<file path="src/rtl/cms_pkg.sv">
// Shared definitions for the CMS control sequencer.
//  - cms_state_e : sequencer FSM state encoding
//  - cms_cmd_t   : command record {last, addr, data} at the default widths
//  - cmd_width() : packed command width for any address/data width
package cms_pkg;

   localparam int CMS_ADDR_WIDTH = 8;
   localparam int CMS_DATA_WIDTH = 64;

   typedef enum logic [2:0] {
      ST_IDLE,
      ST_QUIESCE,
      ST_WRITE,
      ST_GAP,
      ST_RESUME
   } cms_state_e;

   typedef struct packed {
      logic                      last;
      logic [CMS_ADDR_WIDTH-1:0] addr;
      logic [CMS_DATA_WIDTH-1:0] data;
   } cms_cmd_t;

   // The FIFO stores commands packed as {last, addr, data}, so one extra bit
   // is needed on top of the address and data fields.
   function automatic int cmd_width(input int aw, input int dw);
      return aw + dw + 1;
   endfunction

endpackage

</file>
<file path="src/rtl/cms_cmd_fifo.sv">
// Synchronous command FIFO with a registered head word.
// Ports:
//  clk, rst  clock, asynchronous active-high reset
//  push      write wdata (ignored while full)
//  wdata     word to write
//  pop       drop the current head (ignored while empty)
//  head      registered oldest entry, valid while !empty
//  full      occupancy == DEPTH
//  empty     occupancy == 0
//  level     occupancy, 0..DEPTH
module cms_cmd_fifo #(
   parameter int WIDTH = 73,
   parameter int DEPTH = 8
) (
   input  logic                     clk,
   input  logic                     rst,
   input  logic                     push,
   input  logic [WIDTH-1:0]         wdata,
   input  logic                     pop,
   output logic [WIDTH-1:0]         head,
   output logic                     full,
   output logic                     empty,
   output logic [$clog2(DEPTH):0]   level
);

   localparam int AW = $clog2(DEPTH);
   localparam int LW = AW + 1;

   logic [WIDTH-1:0] mem [DEPTH];
   logic [AW-1:0]    wr_ptr;
   logic [AW-1:0]    rd_ptr;
   logic [AW-1:0]    rd_next;
   logic             do_push;
   logic             do_pop;

   assign full    = (level == LW'(DEPTH));
   assign empty   = (level == '0);
   assign do_push = push && !full;
   assign do_pop  = pop && !empty;
   assign rd_next = rd_ptr + AW'(do_pop);

   // Storage array; no reset needed because level/head gate every read.
   always_ff @(posedge clk) begin
      if (do_push) begin
         mem[wr_ptr] <= wdata;
      end
   end

   // Pointers, occupancy and the head register. When the FIFO is (or becomes)
   // empty apart from the incoming word, that word goes straight into the head;
   // otherwise the head is refilled from the entry behind the popped one.
   always_ff @(posedge clk or posedge rst) begin
      if (rst) begin
         wr_ptr <= '0;
         rd_ptr <= '0;
         level  <= '0;
         head   <= '0;
      end else begin
         if (do_push) begin
            wr_ptr <= wr_ptr + AW'(1);
         end
         rd_ptr <= rd_next;
         case ({do_push, do_pop})
            2'b10:   level <= level + LW'(1);
            2'b01:   level <= level - LW'(1);
            default: level <= level;
         endcase
         if (do_push && (level == LW'(do_pop))) begin
            head <= wdata;
         end else if (do_push || do_pop) begin
            head <= mem[rd_next];
         end
      end
   end

endmodule

</file>
<file path="src/rtl/cms_ctrl_sequencer.sv">
// Host-side configuration sequencer for the continuous monitoring system.
// Buffers host (addr, data, last) commands and replays each batch onto the
// CMS control port as single-cycle write-enable pulses separated by a low
// cycle, optionally pausing monitoring (cms_en low) around the batch.
// Ports:
//  clk, rst            clock, asynchronous active-high reset
//  s_cmd_*             host command stream (valid/ready, addr, data, last)
//  host_en             requested monitoring enable, sampled in IDLE only
//  ctrl_addr/ctrl_wdata/ctrl_write_enable  CMS control port
//  cms_en              CMS monitoring enable
//  busy                sequencer not idle
//  batch_done          one-cycle pulse at the end of each batch
//  cmd_level           command FIFO occupancy
module cms_ctrl_sequencer #(
   parameter int ADDR_WIDTH     = 8,
   parameter int DATA_WIDTH     = 64,
   parameter int FIFO_DEPTH     = 8,
   parameter int PAUSE_MONITOR  = 1,
   parameter int QUIESCE_CYCLES = 4
) (
   input  logic                          clk,
   input  logic                          rst,
   input  logic                          s_cmd_valid,
   output logic                          s_cmd_ready,
   input  logic [ADDR_WIDTH-1:0]         s_cmd_addr,
   input  logic [DATA_WIDTH-1:0]         s_cmd_data,
   input  logic                          s_cmd_last,
   input  logic                          host_en,
   output logic [ADDR_WIDTH-1:0]         ctrl_addr,
   output logic [DATA_WIDTH-1:0]         ctrl_wdata,
   output logic                          ctrl_write_enable,
   output logic                          cms_en,
   output logic                          busy,
   output logic                          batch_done,
   output logic [$clog2(FIFO_DEPTH):0]   cmd_level
);

   import cms_pkg::*;

   localparam int CW = cmd_width(ADDR_WIDTH, DATA_WIDTH);
   localparam int LW = $clog2(FIFO_DEPTH) + 1;
   localparam int QW = $clog2(QUIESCE_CYCLES + 1);

   cms_state_e             state;
   cms_state_e             next_state;
   logic [QW-1:0]          q_cnt;
   logic                   last_flag;
   logic [LW-1:0]          batch_pending;
   logic [CW-1:0]          fifo_head;
   logic                   fifo_full;
   logic                   fifo_empty;
   logic                   push;
   logic                   pop;
   logic                   head_last;
   logic [ADDR_WIDTH-1:0]  head_addr;
   logic [DATA_WIDTH-1:0]  head_data;

   assign s_cmd_ready = !fifo_full && !rst;
   assign push        = s_cmd_valid && s_cmd_ready;
   assign pop         = (state == ST_WRITE);
   assign busy        = (state != ST_IDLE);
   assign head_last   = fifo_head[CW-1];
   assign head_addr   = fifo_head[CW-2 -: ADDR_WIDTH];
   assign head_data   = fifo_head[DATA_WIDTH-1:0];

   cms_cmd_fifo #(
      .WIDTH (CW),
      .DEPTH (FIFO_DEPTH)
   ) u_fifo (
      .clk   (clk),
      .rst   (rst),
      .push  (push),
      .wdata ({s_cmd_last, s_cmd_addr, s_cmd_data}),
      .pop   (pop),
      .head  (fifo_head),
      .full  (fifo_full),
      .empty (fifo_empty),
      .level (cmd_level)
   );

   // Number of complete batches sitting in the FIFO. A batch that is bigger
   // than the FIFO never gets counted until its last word arrives, which is
   // why a full FIFO also starts the sequence.
   always_ff @(posedge clk or posedge rst) begin
      if (rst) begin
         batch_pending <= '0;
      end else begin
         case ({push && s_cmd_last, pop && head_last})
            2'b10:   batch_pending <= batch_pending + LW'(1);
            2'b01:   batch_pending <= batch_pending - LW'(1);
            default: batch_pending <= batch_pending;
         endcase
      end
   end

   // Next-state logic. WRITE always falls into GAP so consecutive pulses are
   // separated by a low cycle; GAP parks when a long batch drains the FIFO.
   always_comb begin
      next_state = state;
      case (state)
         ST_IDLE: begin
            if ((batch_pending != '0) || fifo_full) begin
               next_state = (PAUSE_MONITOR != 0) ? ST_QUIESCE : ST_WRITE;
            end
         end
         ST_QUIESCE: begin
            if (q_cnt == QW'(QUIESCE_CYCLES - 1)) begin
               next_state = ST_WRITE;
            end
         end
         ST_WRITE: next_state = ST_GAP;
         ST_GAP: begin
            if (last_flag) begin
               next_state = ST_RESUME;
            end else if (!fifo_empty) begin
               next_state = ST_WRITE;
            end
         end
         ST_RESUME: next_state = ST_IDLE;
         default:   next_state = ST_IDLE;
      endcase
   end

   // State register plus Moore outputs decoded from next_state, so every
   // output changes on the same edge as the state it belongs to. The head
   // word is captured on entry to WRITE and popped during the WRITE cycle.
   always_ff @(posedge clk or posedge rst) begin
      if (rst) begin
         state             <= ST_IDLE;
         q_cnt             <= '0;
         last_flag         <= 1'b0;
         ctrl_addr         <= '0;
         ctrl_wdata        <= '0;
         ctrl_write_enable <= 1'b0;
         cms_en            <= 1'b0;
         batch_done        <= 1'b0;
      end else begin
         state             <= next_state;
         ctrl_write_enable <= (next_state == ST_WRITE);
         batch_done        <= (next_state == ST_RESUME);
         if (state == ST_QUIESCE) begin
            q_cnt <= q_cnt + QW'(1);
         end else begin
            q_cnt <= '0;
         end
         if (next_state == ST_WRITE) begin
            ctrl_addr  <= head_addr;
            ctrl_wdata <= head_data;
            last_flag  <= head_last;
         end
         if (next_state == ST_IDLE) begin
            cms_en <= host_en;
         end else if ((next_state == ST_QUIESCE) || (PAUSE_MONITOR != 0)) begin
            cms_en <= 1'b0;
         end
      end
   end

endmodule

</file>
<file path="config.mk">
export PLATFORM = sky130hd
export DESIGN_NAME = cms_ctrl_sequencer
export DESIGN_NICKNAME = d
export VERILOG_FILES = /design/src/rtl/cms_pkg.sv /design/src/rtl/cms_cmd_fifo.sv /design/src/rtl/cms_ctrl_sequencer.sv
export SDC_FILE = /design/constraint.sdc
export NUM_CORES = 1
export LEC_CHECK = 0
export CAP_MARGIN = 20
export CORE_AREA = 4 4 160 317
export CTS_BUF_LIST = sky130_fd_sc_hd__clkbuf_4 sky130_fd_sc_hd__clkbuf_8
export DETAILED_ROUTE_END_ITERATION = 12
export DIE_AREA = 0 0 164 321
export GPL_ROUTABILITY_DRIVEN = 0
export GPL_TIMING_DRIVEN = 0
export PLACE_DENSITY = 0.79
export SYNTH_ARGS = -nofsm -noshare
export SYNTH_HDL_FRONTEND = slang
export SYNTH_SLANG_ARGS = --single-unit
</file>
<file path="constraint.sdc">
create_clock -name clk -period 13 [get_ports clk]
set_clock_uncertainty 0.15 [all_clocks]
set_input_delay 2.6 -clock clk [delete_from_list [all_inputs] [get_ports clk]]
set_output_delay 2.6 -clock clk [all_outputs]
set_load 0.02 [all_outputs]
</file>
# Word-level counts from Yosys, hierarchy flattened
# Memories as Yosys holds them, arrays and structs flattened.
# Index checks and enable logic that the tools add are counted.
# word_totals
reg_bits	169
ram_bits	584
rom_bits	0
mem_count	1
elab_cells	66
in_bits	77
output_inout_bits	81
latch_bits	0
# classes
mux	13
div	0
magnitude_cmp	0
n_addsub	7
mul	0
reduce_logical	20
eq_ne	12
shifts	0
bitwise_logic	0
# mem_list
memory	words	width	read_ports	rd_clocked_by_memory_dff	wr	line	rtl
u_fifo.mem	8	73	1	0	1	cms_cmd_fifo.sv:29	logic [WIDTH-1:0] mem [DEPTH];
# ops
cell	count
2-to-1 mux 73 bit	2
one-hot mux 4 bit (2 select lines)	2
2-to-1 mux 3 bit	5
== test 3 x 2 -> 1 bit (second input constant)	4
one-hot mux 3 bit (4 select lines)	1
adder 4 x 1 -> 4 bit (second input constant)	2
subtractor 4 x 1 -> 4 bit (second input constant)	2
logical AND 1 bit	7
adder 3 x 1 -> 3 bit (second input constant)	2
zero test 3 bit	2
nonzero test 2 bit	3
== test 2 x 1 -> 1 bit (second input constant)	2
== test 2 bit (second input constant)	2
== test 4 x 1 -> 1 bit	1
== test 4 bit (second input constant)	1
zero test 4 bit	1
nonzero test 4 bit	1
adder 3 x 1 -> 3 bit	1
== test 3 x 1 -> 1 bit (second input constant)	1
== test 3 bit (second input constant)	1
zero test 1 bit	3
2-to-1 mux 1 bit	3
nonzero test 3 bit	1
logical OR 1 bit	2

# Longest topological paths before layout
# Gate-level depths: netlist (run 1).
# logic_depth
word_depth	8
mapped_depth	12
ltp_nobuf	10

# Hierarchy
# A second synthesis (run 1) with hierarchy kept.
# hier_totals
hier_cells	2304
area_unflattened_um2	33668.5
# modules_own_cells
module	cells_each	instances	area_per_inst_um2
cms_cmd_fifo	2084	1	30011.3
cms_ctrl_sequencer	220	1	3657.3

# Worst setup path before layout (run 1)
# Ideal clock, no wire load.
# synth_path
path_kind	in2reg
from	input port s_cmd_valid
to	memory u_fifo.mem[0][0] (enable)
setup_slack_ns	1.809
stages	5
required_time_ns	12.164
arrival_time_ns	10.356
n_path_buf	1
cell_sequence	nor2b_1 and2_1 clkbuf_1 clkinv_1 nor4_1
# synth_between
elab_chain_cells	4
# synth_lines
element	line	rtl
from (decl)	cms_ctrl_sequencer.sv:23	input logic s_cmd_valid,
logical AND 1 bit	cms_ctrl_sequencer.sv:59	assign push = s_cmd_valid && s_cmd_ready;
logical AND 1 bit	cms_cmd_fifo.sv:38	assign do_push = push && !full;
2-to-1 mux 1 bit	cms_cmd_fifo.sv:44	if (do_push) begin
2-to-1 mux 1 bit (implied by the code)	cms_cmd_fifo.sv:45	mem[wr_ptr] <= wdata;
to (decl)	cms_cmd_fifo.sv:29	
# No other way between the ends.

# Final worst setup path (run 1)
# layout_path
from	input port rst
to	output port s_cmd_ready
# layout_between
elab_chain_cells	2
# layout_lines
element	line	rtl
from (decl)	cms_ctrl_sequencer.sv:22	input logic rst,
zero test 1 bit (no line)	--	
logical AND 1 bit	cms_ctrl_sequencer.sv:58	assign s_cmd_ready = !fifo_full && !rst;
to (decl)	cms_ctrl_sequencer.sv:24	output logic s_cmd_ready,
# No other way between the ends.

==> results by group, run 1 <==
Worst setup path
  – Most frequent CP cell: sky130_fd_sc_hd__clkdlybuf4s50_1
  – Cell-by-cell trace of the critical path: clkdlybuf4s50_1 > nor2_1 > clkdlybuf4s50_1
  – Critical Setup Path Class: input pin to output port
  – Critical Path AT: 3.87 ns
  – Element type at the critical path start: input pin
  – Slowest stage delay, CP: 0.61 ns
  – Kind of end point of the critical path: output port
  – Data required time at the worst endpoint: approximately 10 ns
  – Critical path's slowest cell: sky130_fd_sc_hd__clkdlybuf4s50_1
  – Maximum fanout along the worst path: 3

Die
  – Number of I/O pins: 158
  – X dimension of the die: approximately 160 um
  – Std cell rows: 114
  – Placeable core area: 0.0482 sq mm
  – Total die area: 0.0526 sq mm
  – Effective utilization at floorplan: 0.597
  – Vertical die dimension: about 320 um

Synthesis
  – Share of the synthesized netlist area taken by xor and xnor gates: 0.00396
  – Leading post-synthesis cells by instance count: sky130_fd_sc_hd__edfxtp_1, sky130_fd_sc_hd__dfrtp_1, sky130_fd_sc_hd__mux4_2
  – Post-synthesis simple-gate area fraction: 0.0117
  – Most frequently used cell type in the post-synthesis netlist: sky130_fd_sc_hd__edfxtp_1
  – Post-Synth Adder-Cell Area: 0.00522
  – Top cell type by total area after synthesis: sky130_fd_sc_hd__edfxtp_1
  – Complex-gate fraction of the synthesized area: 0.0326
  – Net count after synthesis: 1461
  – Proportion of synthesized area in mux cells: 0.177
  – Share of async-settable or async-resettable flops after synthesis: 0.224
  – Area of the mapped netlist: roughly 0.029 sq mm
  – Cells after synthesis: 1372
  – Number of flops mapped to enable cells by yosys: 584
  – Synth top area share: 0.610
  – Largest family of logic cells by synthesized area: multiplexers
  – Most used DFF post-synth: sky130_fd_sc_hd__edfxtp_1
  – Synth cell types: 45
  – Proportion of synthesized chip area in sequential cells: 0.757
  – Dominant cells by area after synthesis: sky130_fd_sc_hd__edfxtp_1, sky130_fd_sc_hd__dfrtp_1, sky130_fd_sc_hd__mux4_2
  – Number of storage elements in the synthesis netlist: 753
  – Post-Syn Area per Cell: 21.0 sq um
  – Syn. warnings: 0

Clock network
  – Clk root buf: sky130_fd_sc_hd__clkbuf_8
  – Number of post-CTS setup repair buffers: 0
  – Total number of H-tree levels: 3
  – Clock sink total: 753
  – Hold buffer count at cts: 0
  – CTS tree: done
  – Post-CTS Resized: 0
  – Number of buffers inserted during clock tree synthesis: 97
  – Clock latency at the later pin of the worst-skew pair: roughly 0.7 ns
  – Number of buffers on the longest clock path: 3
  – Reg clk slew, reported paths: around 0.070 ns

Final layout
  – Layout net count: 1777
  – Fill cells: 2967
  – Area growth syn-to-layout: 18.5%
  – Layout cells sized above 1: 0.279
  – Total area of sequential cells: between 0.02 and 0.025 sq mm
  – Multi-input gate area in the final layout: 0.00667 sq mm
  – Finished Layout Cells: 2414
  – Non-Filler Cell Area, Final: 0.0341 sq mm

STA
  – Unrepaired setup endpoints after global routing: false
  – Number of hold violations in the final report: 0
  – Hold_ws: 0.285 ns
  – Max Freq: 151 MHz
  – Final setup violation count: 0
  – Slew HR: 0.331
  – Setup ws final: 6.38 ns
  – Ratio of final minimum period to clock period: 0.510
  – Transition time of the tightest slew-check pin: 0.998 ns
  – Aggregate negative setup slack: 0 ns
  – Shortest period the worst path allows: 6.62 ns
  – Pins Over Slew Limit: 0

Detailed routing
  – Starting DRC count in detailed routing: about 1500
  – Routed WL per cell: 26.6 um
  – Final Routed Wirelength: 64300 um
  – Count of TritonRoute iterations in the first routing pass: 5
  – Post-route antenna net violation count: 0
  – Drt via density: between 6 and 7
  – Residual DRC count: 0
  – Via count of the routed design: about 15000

Placed design
  – I/O Buffers: 157
  – Number of instances in the placed design: 2227
  – Dpl ws: 6.37 ns
  – Standard cell area after detailed placement: 0.0319 sq mm
  – Hpwl dp: 42500 um

Global routing
  – Global-route usage over all layers: 0.251
  – Met3 demand-to-capacity share in global routing: 0.0450
  – Met2 track utilization from global routing: 0.435
  – Largest net degree at the start of global routing: 113
  – Antenna violations before repair: 4
  – Wire length of the first global-routing pass: between 90000 and 100000 um
  – Total congestion overflow: 0
  – Grt peak-use layer: met2
  – Number of global-route vias before repair: 16100
  – Fraction of met1 tracks used by global routing: 0.327

Run status
  – Run status: complete, no violations

Job
  – Maxcap violations: 0

Power
  – Power per standard cell area: 222 mW/mm^2
  – Static Leakage: between 10 and 15 nW
  – VDD IR max: between 0.1 and 0.15 mV

Hold path
  – Path category of the worst min-delay check: flop to flop
==> critical path, delay by kind of cell <==
kind	cells	cell delay, ns
buffers and inverters	2	1.14
AND/OR/NAND/NOR	1	0.14
==> state kept, by name, indices dropped and copies added (netlist names) <==
name and count:
u_fifo.head 73, last_flag 1, u_fifo.level 4, u_fifo.rd_ptr 3, q_cnt 3, batch_pending 4, state 3, u_fifo.wr_ptr 3
ctrl_wdata 64, ctrl_addr 8, ctrl_write_enable 1, u_fifo.mem 584, cms_en 1, batch_done 1
==> cell usage in the layout, fill, tap and decap left out, types with 5 or more instances in the layout <==
cell	netlist	layout
sky130_fd_sc_hd__a21oi_1	76	76
sky130_fd_sc_hd__clkbuf_8	0	105
sky130_fd_sc_hd__buf_6	6	40
sky130_fd_sc_hd__mux2i_1	73	73
sky130_fd_sc_hd__buf_2	22	22
sky130_fd_sc_hd__o21ai_0	7	7
sky130_fd_sc_hd__ha_1	12	12
sky130_fd_sc_hd__bufinv_16	0	8
sky130_fd_sc_hd__buf_4	1	14
sky130_fd_sc_hd__dfrtp_1	169	169
sky130_fd_sc_hd__mux2_2	16	16
sky130_fd_sc_hd__clkinv_2	0	24
sky130_fd_sc_hd__nand2_1	12	12
sky130_fd_sc_hd__xor2_1	7	7
sky130_fd_sc_hd__buf_12	0	7
sky130_fd_sc_hd__edfxtp_1	584	584
sky130_fd_sc_hd__clkbuf_4	0	23
sky130_fd_sc_hd__clkbuf_1	40	40
sky130_fd_sc_hd__xnor2_1	6	6
sky130_fd_sc_hd__clkdlybuf4s50_1	0	157
sky130_fd_sc_hd__mux2_4	59	59
sky130_fd_sc_hd__mux4_2	146	146
sky130_fd_sc_hd__o22ai_1	72	72
sky130_fd_sc_hd__nor2_1	8	5
sky130_fd_sc_hd__clkinv_1	1	16
sky130_fd_sc_hd__inv_1	6	5
==> power breakdown <==
part,switching (mW),internal [mW]
Combinational,1.22,1.24
Clock,0.878,0.988
Sequential,0.221,3.01
==> through the flow <==
stage | total power, mW | util
after floorplan | 4.89 | -
after detailed placement | 5.76 | 0.663
after CTS | 7.62 | 0.707
after global placement | 5.66 | 0.646
after global routing | 7.90 | 0.707
final | 7.55 | 0.707
==> worst paths after layout <==
path / from / end / slack (ns) / cells past startpoint
setup / recovery: rst / s_cmd_ready / 6.38 / 3
hold / removal: q_cnt[0] / q_cnt[0] / 0.29 / 1
setup reg to reg: u_fifo.level[2] / u_fifo.head[56] / 8.71 / 11
hold reg to reg: q_cnt[0] / q_cnt[0] / 0.29 / 1
max in group asynchronous: rst / u_fifo.head[59] / 9.45 / 3
min in group asynchronous: rst / state[0] / 2.23 / 2
==> layout make-up <==
cell class              count  share of cell area
flip-flops and latches    753               0.639
repair buffers            217              0.0681
diodes                      3            0.000220
clock inverters            56              0.0149
well taps                 638              0.0234
inverters                   8             0.00110
clock buffers             128              0.0475
multi-input cells         538               0.196
plain buffers              73              0.0103
==> cells by family (layout without fill, tap and decap cells) <==
family          after synthesis  in the layout
flops                       753            753
mux                         294            294
compound gates              162            162
buf+inv                      81            482
simple gates                 57             57
xor+xnor                     13             13
fa+ha+maj                    12             12
other cells                   0              3
==> layer usage <==
| layer | routed length [um] | part of all wire |
|---|---|---|
| met5 | 11 | 0.00017 |
| met4 | 1670 | 0.026 |
| met3 | 4600 | 0.072 |
| met2 | 34400 | 0.54 |
| met1 | 23600 | 0.37 |
Note: power is estimated with default switching activity, not from simulation.
==> inputs of run 2 (changes only) <==
==> constraint.sdc (replaced) <==
create_clock -name clk -period 6.1 [get_ports clk]
set_clock_uncertainty 0.15 [all_clocks]
set_input_delay 1.22 -clock clk [delete_from_list [all_inputs] [get_ports clk]]
set_output_delay 1.22 -clock clk [all_outputs]
set_load 0.02 [all_outputs]
==> run 2 against run 1 <==
Hold slack improved by 0.0078 ns. First-iteration DRC count decreased by 14%. Critical path type is now input pin to flop. Clock power increased by 110%. Sequential share of layout area decreased by 0.19 points. Largest cell class unchanged. Critical endpoint is now u_fifo.head[29]. Wire length increased by 1.7%. Via count increased by 0.57%. Register-to-register slack got worse by 6.8 ns.
==> results by group, run 2 (synthesis gave the netlist of run 1 again) <==
Worst setup path
  – Kind of end point of the critical path: flop
  – Element type at the critical path start: input pin
  – Critical path's slowest cell: sky130_fd_sc_hd__clkdlybuf4s50_1
  – Cell-by-cell trace of the critical path: clkdlybuf4s50_1 > nor2b_1 > and2_1 > clkbuf_1 > clkinv_1 > ha_1 > nor4_1 > o2111ai_1 > buf_4 > clkbuf_1 > o22ai_1 > a21oi_1
  – Slowest stage delay, CP: 0.53 ns (-0.08 ns)
  – Data required time at the worst endpoint: 6.52 ns (-3.73 ns)
  – Critical Setup Path Class: input pin to flop
  – Most frequent CP cell: sky130_fd_sc_hd__clkbuf_1
  – Number of cells traversed by the worst register-to-register path: 11 (unchanged)
  – Maximum fanout along the worst path: 10 (+7)
  – Critical Path AT: 5.00 ns (+1.13 ns)

Clock network
  – Number of buffers inserted during clock tree synthesis: 97 (unchanged)
  – Post-CTS Resized: 0 (unchanged)
  – Clock sink total: 753 (unchanged)
  – Total number of H-tree levels: 3 (unchanged)
  – Clock latency at the later pin of the worst-skew pair: 0.70 ns (about the same)
  – Number of post-CTS setup repair buffers: 0 (unchanged)
  – Clk root buf: sky130_fd_sc_hd__clkbuf_8
  – Reg clk slew, reported paths: 0.07 ns (about the same)
  – CTS tree: done
  – Number of buffers on the longest clock path: 3 (unchanged)
  – Hold buffer count at cts: 0 (unchanged)

Detailed routing
  – Count of TritonRoute iterations in the first routing pass: 6 (+1)
  – Post-route antenna net violation count: 0 (unchanged)
  – Final Routed Wirelength: 65400 um (+1.7%)
  – Routed WL per cell: 27.1 um (+1.8%)
  – Starting DRC count in detailed routing: 1318 (-14%)
  – Via count of the routed design: 14900 (+0.57%)
  – Drt via density: 6.19 (+0.73%)
  – Residual DRC count: 0 (unchanged)

STA
  – Max Freq: 218 MHz
  – Final setup violation count: 0 (unchanged)
  – Slew HR: 0.340 (+0.00899)
  – Pins Over Slew Limit: 0 (unchanged)
  – Aggregate negative setup slack: 0 ns (unchanged)
  – Unrepaired setup endpoints after global routing: false
  – Transition time of the tightest slew-check pin: 0.990 ns (-0.00804 ns)
  – Number of hold violations in the final report: 0 (unchanged)
  – Shortest period the worst path allows: 4.59 ns
  – Ratio of final minimum period to clock period: 0.752

Placed design
  – I/O Buffers: 157 (unchanged)
  – Number of instances in the placed design: 2220 (-0.31%)
  – Hpwl dp: 42200 um (-0.72%)

Die
  – Effective utilization at floorplan: 0.597 (unchanged)
  – Placeable core area: 0.0482 sq mm (unchanged)
  – Total die area: 0.0526 sq mm (unchanged)
  – Vertical die dimension: 321 um (unchanged)
  – X dimension of the die: 164 um (unchanged)
  – Number of I/O pins: 158 (unchanged)
  – Std cell rows: 114 (unchanged)

Final layout
  – Area growth syn-to-layout: 18.8%
  – Finished Layout Cells: 2410 (-0.17%)
  – Register with the most flip-flops: u_fifo.mem
  – Flip-flop count of the largest register, all copies and words added: 584 (unchanged)
  – Most frequent cells in the layout: sky130_fd_sc_hd__edfxtp_1, sky130_fd_sc_hd__dfrtp_1, sky130_fd_sc_hd__clkdlybuf4s50_1, sky130_fd_sc_hd__mux4_2, sky130_fd_sc_hd__clkbuf_8
  – Most common cell after layout, fill and taps aside: sky130_fd_sc_hd__edfxtp_1
  – Largest registers ranked by flip-flop count: u_fifo.mem (584), u_fifo.head (73), ctrl_wdata (64)
  – Layout net count: 1770 (-0.39%)
  – Layout cells sized above 1: 0.277 (-0.00172)

Hold path
  – Path category of the worst min-delay check: flop to flop
  – Hold depth: 1 (unchanged)

Global routing
  – Global-route usage over all layers: 0.256 (+0.00497)
  – Antenna violations before repair: 7 (+3)
  – Largest net degree at the start of global routing: 111 (-1.8%)
  – Total congestion overflow: 0 (unchanged)
  – Wire length of the first global-routing pass: 99500 um (+1.4%)
  – Number of global-route vias before repair: 16100 (-0.044%)

Job
  – Maxcap violations: 0 (unchanged)

Power
  – Static Leakage: 11.8 nW (about the same)
  – VDD IR max: 0.322 mV (+180%)
  – Power per standard cell area: 473 mW/mm^2 (+110%)

Run status
  – Run status: complete, no violations
run 2: cell count changes in the layout (fill, tap and decap cells not counted), moves of 4 or more:
cell	before	now
sky130_fd_sc_hd__buf_8	3	7
sky130_fd_sc_hd__clkbuf_4	23	30
sky130_fd_sc_hd__clkbuf_8	105	109
sky130_fd_sc_hd__buf_16	3	8
sky130_fd_sc_hd__buf_6	40	34
sky130_fd_sc_hd__buf_4	14	4
sky130_fd_sc_hd__clkinv_2	24	18
run 2: worst max-delay path: cells and delay by family:
kind | cells | cell delay, ns
buffers and inverters | 5 | 1.91
AOI/OAI and AO/OA | 3 | 0.73
and+or+nand+nor | 3 | 0.69
adders and majority gates | 1 | 0.44
run 2: area by class of cell:
type                    instances  area [sq um]
clock buffers                 139          1730
multi-input cells             538          6690
flip-flops and latches        753         21800
well taps                     638           798
fillers                      2948         14000
plain buffers                  73           350
inverters                       8          37.5
repair buffers                210          2370
clock inverters                45           428
diodes                          6          15.0
run 2: final timing paths:
path | startpoint | to | slack, ns
setup / recovery | rst | u_fifo.head[29] | 1.51
setup reg to reg | u_fifo.level[2] | u_fifo.head[24] | 1.90
hold reg to reg | q_cnt[0] | q_cnt[0] | 0.29
hold / removal | q_cnt[0] | q_cnt[0] | 0.29
min in group asynchronous | rst | state[0] | 0.90
max in group asynchronous | rst | u_fifo.head[53] | 3.89
run 2: stage by stage:
stage | utilization | power [mW] | worst slack [ns] | area (sq um) | hold slack, ns
3_5_place_dp | 0.664 | 12.3 | 0.798 | 32000 | 0.289
6_report | 0.709 | 16.2 | 1.51 | 34200 | 0.293
4_1_cts | 0.709 | 16.3 | 1.51 | 34200 | 0.297
2_1_floorplan | - | 10.4 | -1.71 | 28800 | 0.258
3_3_place_gp | 0.646 | 12.0 | -7.61 | 31200 | 0.270
5_1_grt | 0.709 | 16.9 | 1.25 | 34200 | 0.311
run 2: routing by layer:
metal / wire length (um) / up-vias / GRT usage
li1: - / 6265 / -
met1: 23700 / 7861 / 0.328
met2: 35100 / 679 / 0.441
met3: 4780 / 117 / 0.0505
met4: 1750 / 2 / 0.0894
met5: 13 / - / 0
run 2: report_power, final:
part	switching (mW)	internal, mW	leakage (nW)
logic	2.61	2.66	3.41
registers	0.486	6.41	7.22
clock network	1.82	2.18	1.14
==> inputs of run 3 (changes only) <==
--- a/config.mk
+++ b/config.mk
@@ -6,13 +6,13 @@
 export NUM_CORES = 1
 export LEC_CHECK = 0
 export CAP_MARGIN = 20
-export CORE_AREA = 4 4 160 317
+export CORE_AREA = 4 4 166 328
 export CTS_BUF_LIST = sky130_fd_sc_hd__clkbuf_4 sky130_fd_sc_hd__clkbuf_8
 export DETAILED_ROUTE_END_ITERATION = 12
-export DIE_AREA = 0 0 164 321
+export DIE_AREA = 0 0 170 332
 export GPL_ROUTABILITY_DRIVEN = 0
 export GPL_TIMING_DRIVEN = 0
-export PLACE_DENSITY = 0.79
+export PLACE_DENSITY = 0.78
 export SYNTH_ARGS = -nofsm -noshare
 export SYNTH_HDL_FRONTEND = slang
 export SYNTH_SLANG_ARGS = --single-unit
==> constraint.sdc (replaced) <==
create_clock -name clk -period 4.2 [get_ports clk]
set_clock_uncertainty 0.15 [all_clocks]
set_input_delay 0.84 -clock clk [delete_from_list [all_inputs] [get_ports clk]]
set_output_delay 0.84 -clock clk [all_outputs]
set_load 0.02 [all_outputs]
==> run 3 against run 2 <==
Core utilization is 4.7 points lower. Wire length grew 0.10%. Setup slack got worse by 1.3 ns.
==> results by group, run 3 (synthesis gave the netlist of run 1 again) <==
Run status
  – Run status: complete, no violations

Clock network
  – Hold buffer count at cts: 0 (unchanged)
  – Clock latency at the later pin of the worst-skew pair: 0.68 ns (-0.02 ns)
  – CTS tree: done
  – Number of buffers inserted during clock tree synthesis: 97 (unchanged)
  – Total number of H-tree levels: 3 (unchanged)
  – Number of buffers on the longest clock path: 3 (unchanged)
  – Clock sink total: 753 (unchanged)
  – Reg clk slew, reported paths: 0.07 ns (about the same)
  – Number of post-CTS setup repair buffers: 0 (unchanged)
  – Clk root buf: sky130_fd_sc_hd__clkbuf_8

Worst setup path
  – Maximum fanout along the worst path: 10 (unchanged)
  – Worst setup path startpoint: u_fifo.level[2]
  – Cell-by-cell trace of the critical path: clkbuf_1 > nor4_1 > nand2b_1 > inv_1 > ha_1 > ha_1 > clkbuf_1 > clkbuf_2 > mux4_2 > mux2i_1 > a21oi_1
  – Kind of end point of the critical path: flop
  – Critical path's slowest cell: sky130_fd_sc_hd__clkbuf_1
  – Slowest stage delay, CP: 0.55 ns (+0.02 ns)
  – Element type at the critical path start: flop
  – Number of cells traversed by the worst register-to-register path: 11 (unchanged)
  – Buffering stage count on the worst path with inverters included: 4 (-1)
  – Reg2Reg Launch Point: u_fifo.level[2]
  – Worst setup path endpoint: u_fifo.head[52]
  – Capturing point of the worst reg2reg path: u_fifo.head[52]
  – Logic depth of the worst path, buffers included: 11 (-1)
  – Critical Setup Path Class: flop to flop
  – Top cell family by delay on the critical path: buffers and inverters
  – Setup slack of the most critical reg-to-reg path: 0.20 ns (-1.70 ns)
  – Data required time at the worst endpoint: 4.59 ns (-1.93 ns)
  – Critical Path AT: 4.39 ns (-0.61 ns)

Placed design
  – I/O Buffers: 157 (unchanged)
  – Hpwl dp: 42900 um (+1.8%)

STA
  – Unrepaired setup endpoints after global routing: false
  – Pins Over Slew Limit: 0 (unchanged)
  – Max Freq: 250 MHz
  – Final setup violation count: 0 (unchanged)
  – Number of hold violations in the final report: 0 (unchanged)
  – Transition time of the tightest slew-check pin: 1.02 ns (+0.0260 ns)
  – Ratio of final minimum period to clock period: 0.953
  – Hold_ws: 0.290 ns (-0.00274 ns)
  – Shortest period the worst path allows: 4.00 ns
  – Slew HR: 0.320 (-0.0196)

Die
  – Number of I/O pins: 158 (unchanged)
  – X dimension of the die: 170 um (+3.7%)
  – Vertical die dimension: 332 um (+3.4%)
  – Placeable core area: 0.0518 sq mm (+7.5%)
  – Total die area: 0.0564 sq mm (+7.2%)
  – Std cell rows: 118 (+3.5%)
  – Effective utilization at floorplan: 0.555 (-0.0416)

Detailed routing
  – Starting DRC count in detailed routing: 1226 (-7.0%)
  – Final Routed Wirelength: 65500 um (+0.10%)
  – Count of TritonRoute iterations in the first routing pass: 5 (-1)
  – Post-route antenna net violation count: 0 (unchanged)
  – Residual DRC count: 0 (unchanged)
  – Routed WL per cell: 27.1 um (-0.31%)
  – Drt via density: 6.12 (-1.2%)
  – Via count of the routed design: 14800 (-0.77%)

Global routing
  – Wire length of the first global-routing pass: 99000 um (-0.42%)
  – Total congestion overflow: 0 (unchanged)
  – Number of global-route vias before repair: 15800 (-1.8%)
  – Largest net degree at the start of global routing: 39 (-65%)
  – Antenna violations before repair: 8 (+1)
  – Global-route usage over all layers: 0.235 (-0.0211)

Hold path
  – Path category of the worst min-delay check: flop to flop
  – Hold depth: 1 (unchanged)
  – Origin of the worst min-delay path: q_cnt[0]

Final layout
  – Fill cells: 3260 (+11%)
  – Most frequent cells in the layout: sky130_fd_sc_hd__edfxtp_1, sky130_fd_sc_hd__dfrtp_1, sky130_fd_sc_hd__clkdlybuf4s50_1, sky130_fd_sc_hd__mux4_2, sky130_fd_sc_hd__clkbuf_8
  – Core utilization of the finished layout: 0.662 (-0.0466)
  – Largest registers ranked by flip-flop count: u_fifo.mem (584), u_fifo.head (73), ctrl_wdata (64)
  – Most common cell after layout, fill and taps aside: sky130_fd_sc_hd__edfxtp_1
  – Layout net count: 1759 (-0.62%)
  – Register with the most flip-flops: u_fifo.mem
  – Layout cells sized above 1: 0.288 (+0.0109)
  – Flip-flop count of the largest register, all copies and words added: 584 (unchanged)
  – Area growth syn-to-layout: 19.3%

Power
  – Static Leakage: 11.8 nW (+0.55%)
  – Power per standard cell area: 682 mW/mm^2 (+44%)
  – VDD IR max: 0.464 mV (+44%)

Job
  – Maxcap violations: 0 (unchanged)
[run 3: changes by cell type in the layout (fill, tap and decap cells not counted), moves of 4 or more]
cell	delta
sky130_fd_sc_hd__clkbuf_2	+25
sky130_fd_sc_hd__buf_6	-23
sky130_fd_sc_hd__clkbuf_1	-22
sky130_fd_sc_hd__buf_16	+12
sky130_fd_sc_hd__clkbuf_8	-8
sky130_fd_sc_hd__clkbuf_4	+7
sky130_fd_sc_hd__clkinvlp_4	+5
sky130_fd_sc_hd__buf_1	-4
sky130_fd_sc_hd__clkinv_2	-4
[run 3: layout make-up]
cell class	count	area, sq um	share of cell area
plain buffers	73	403	0.0117
diodes	5	12.5	0.000364
clock inverters	46	415	0.0121
well taps	660	826	0.0241
inverters	8	46.3	0.00135
repair buffers	199	2480	0.0721
flip-flops and latches	753	21800	0.634
clock buffers	138	1670	0.0486
multi-input cells	538	6720	0.196
[run 3: per-stage QoR]
stage | cells | power, mW | setup TNS [ns] | instance area, sq um | setup slack [ns]
finish | 2420 | 23.4 | 0 | 34300 | 0.196
CTS | 2415 | 23.6 | -0.0668 | 34300 | -0.0308
global route | 2419 | 24.5 | 0 | 34300 | 0.0321
floorplan | 1372 | 15.1 | -377.77 | 28900 | -0.896
detailed placement | 2231 | 17.9 | -5.58 | 32200 | -0.232
global placement | 2189 | 17.5 | -2634.42 | 31300 | -4.82
[run 3: report_power, final]
| group | internal (mW) | switching (mW) | leakage [nW] |
|---|---|---|---|
| registers | 9.30 | 0.709 | 7.22 |
| clock network | 3.02 | 2.66 | 1.09 |
| logic | 3.90 | 3.81 | 3.53 |
| total | 16.2 | 7.18 | 11.8 |
[run 3: worst min path at each step]
stage               end
2_1_floorplan  q_cnt[0]
3_3_place_gp   q_cnt[0]
3_5_place_dp   q_cnt[0]
4_1_cts        q_cnt[0]
5_1_grt        q_cnt[0]
6_report       q_cnt[0]
[run 3: layer usage]
layer	global-route usage	share of wire	vias up
li1	-	-	6237
met1	0.301	0.37	7800
met2	0.402	0.53	652
met3	0.0464	0.073	114
met4	0.0837	0.028	6
met5	0	0.00052	-
[run 3: what timing repair did]
item                                    CTS  global route
resized for setup                         6            41
cloned                                    0             0
endpoints found under the setup margin   10            72
[run 3: worst reg2reg max path, cell delays in order (launching register included)]
cell                       delay, ns
sky130_fd_sc_hd__dfrtp_1        0.37
sky130_fd_sc_hd__clkbuf_1       0.21
sky130_fd_sc_hd__nor4_1         0.52
sky130_fd_sc_hd__nand2b_1       0.22
sky130_fd_sc_hd__inv_1          0.11
sky130_fd_sc_hd__ha_1           0.21
sky130_fd_sc_hd__ha_1           0.31
sky130_fd_sc_hd__clkbuf_1       0.55
sky130_fd_sc_hd__clkbuf_2       0.47
sky130_fd_sc_hd__mux4_2         0.37
sky130_fd_sc_hd__mux2i_1        0.25
sky130_fd_sc_hd__a21oi_1        0.13
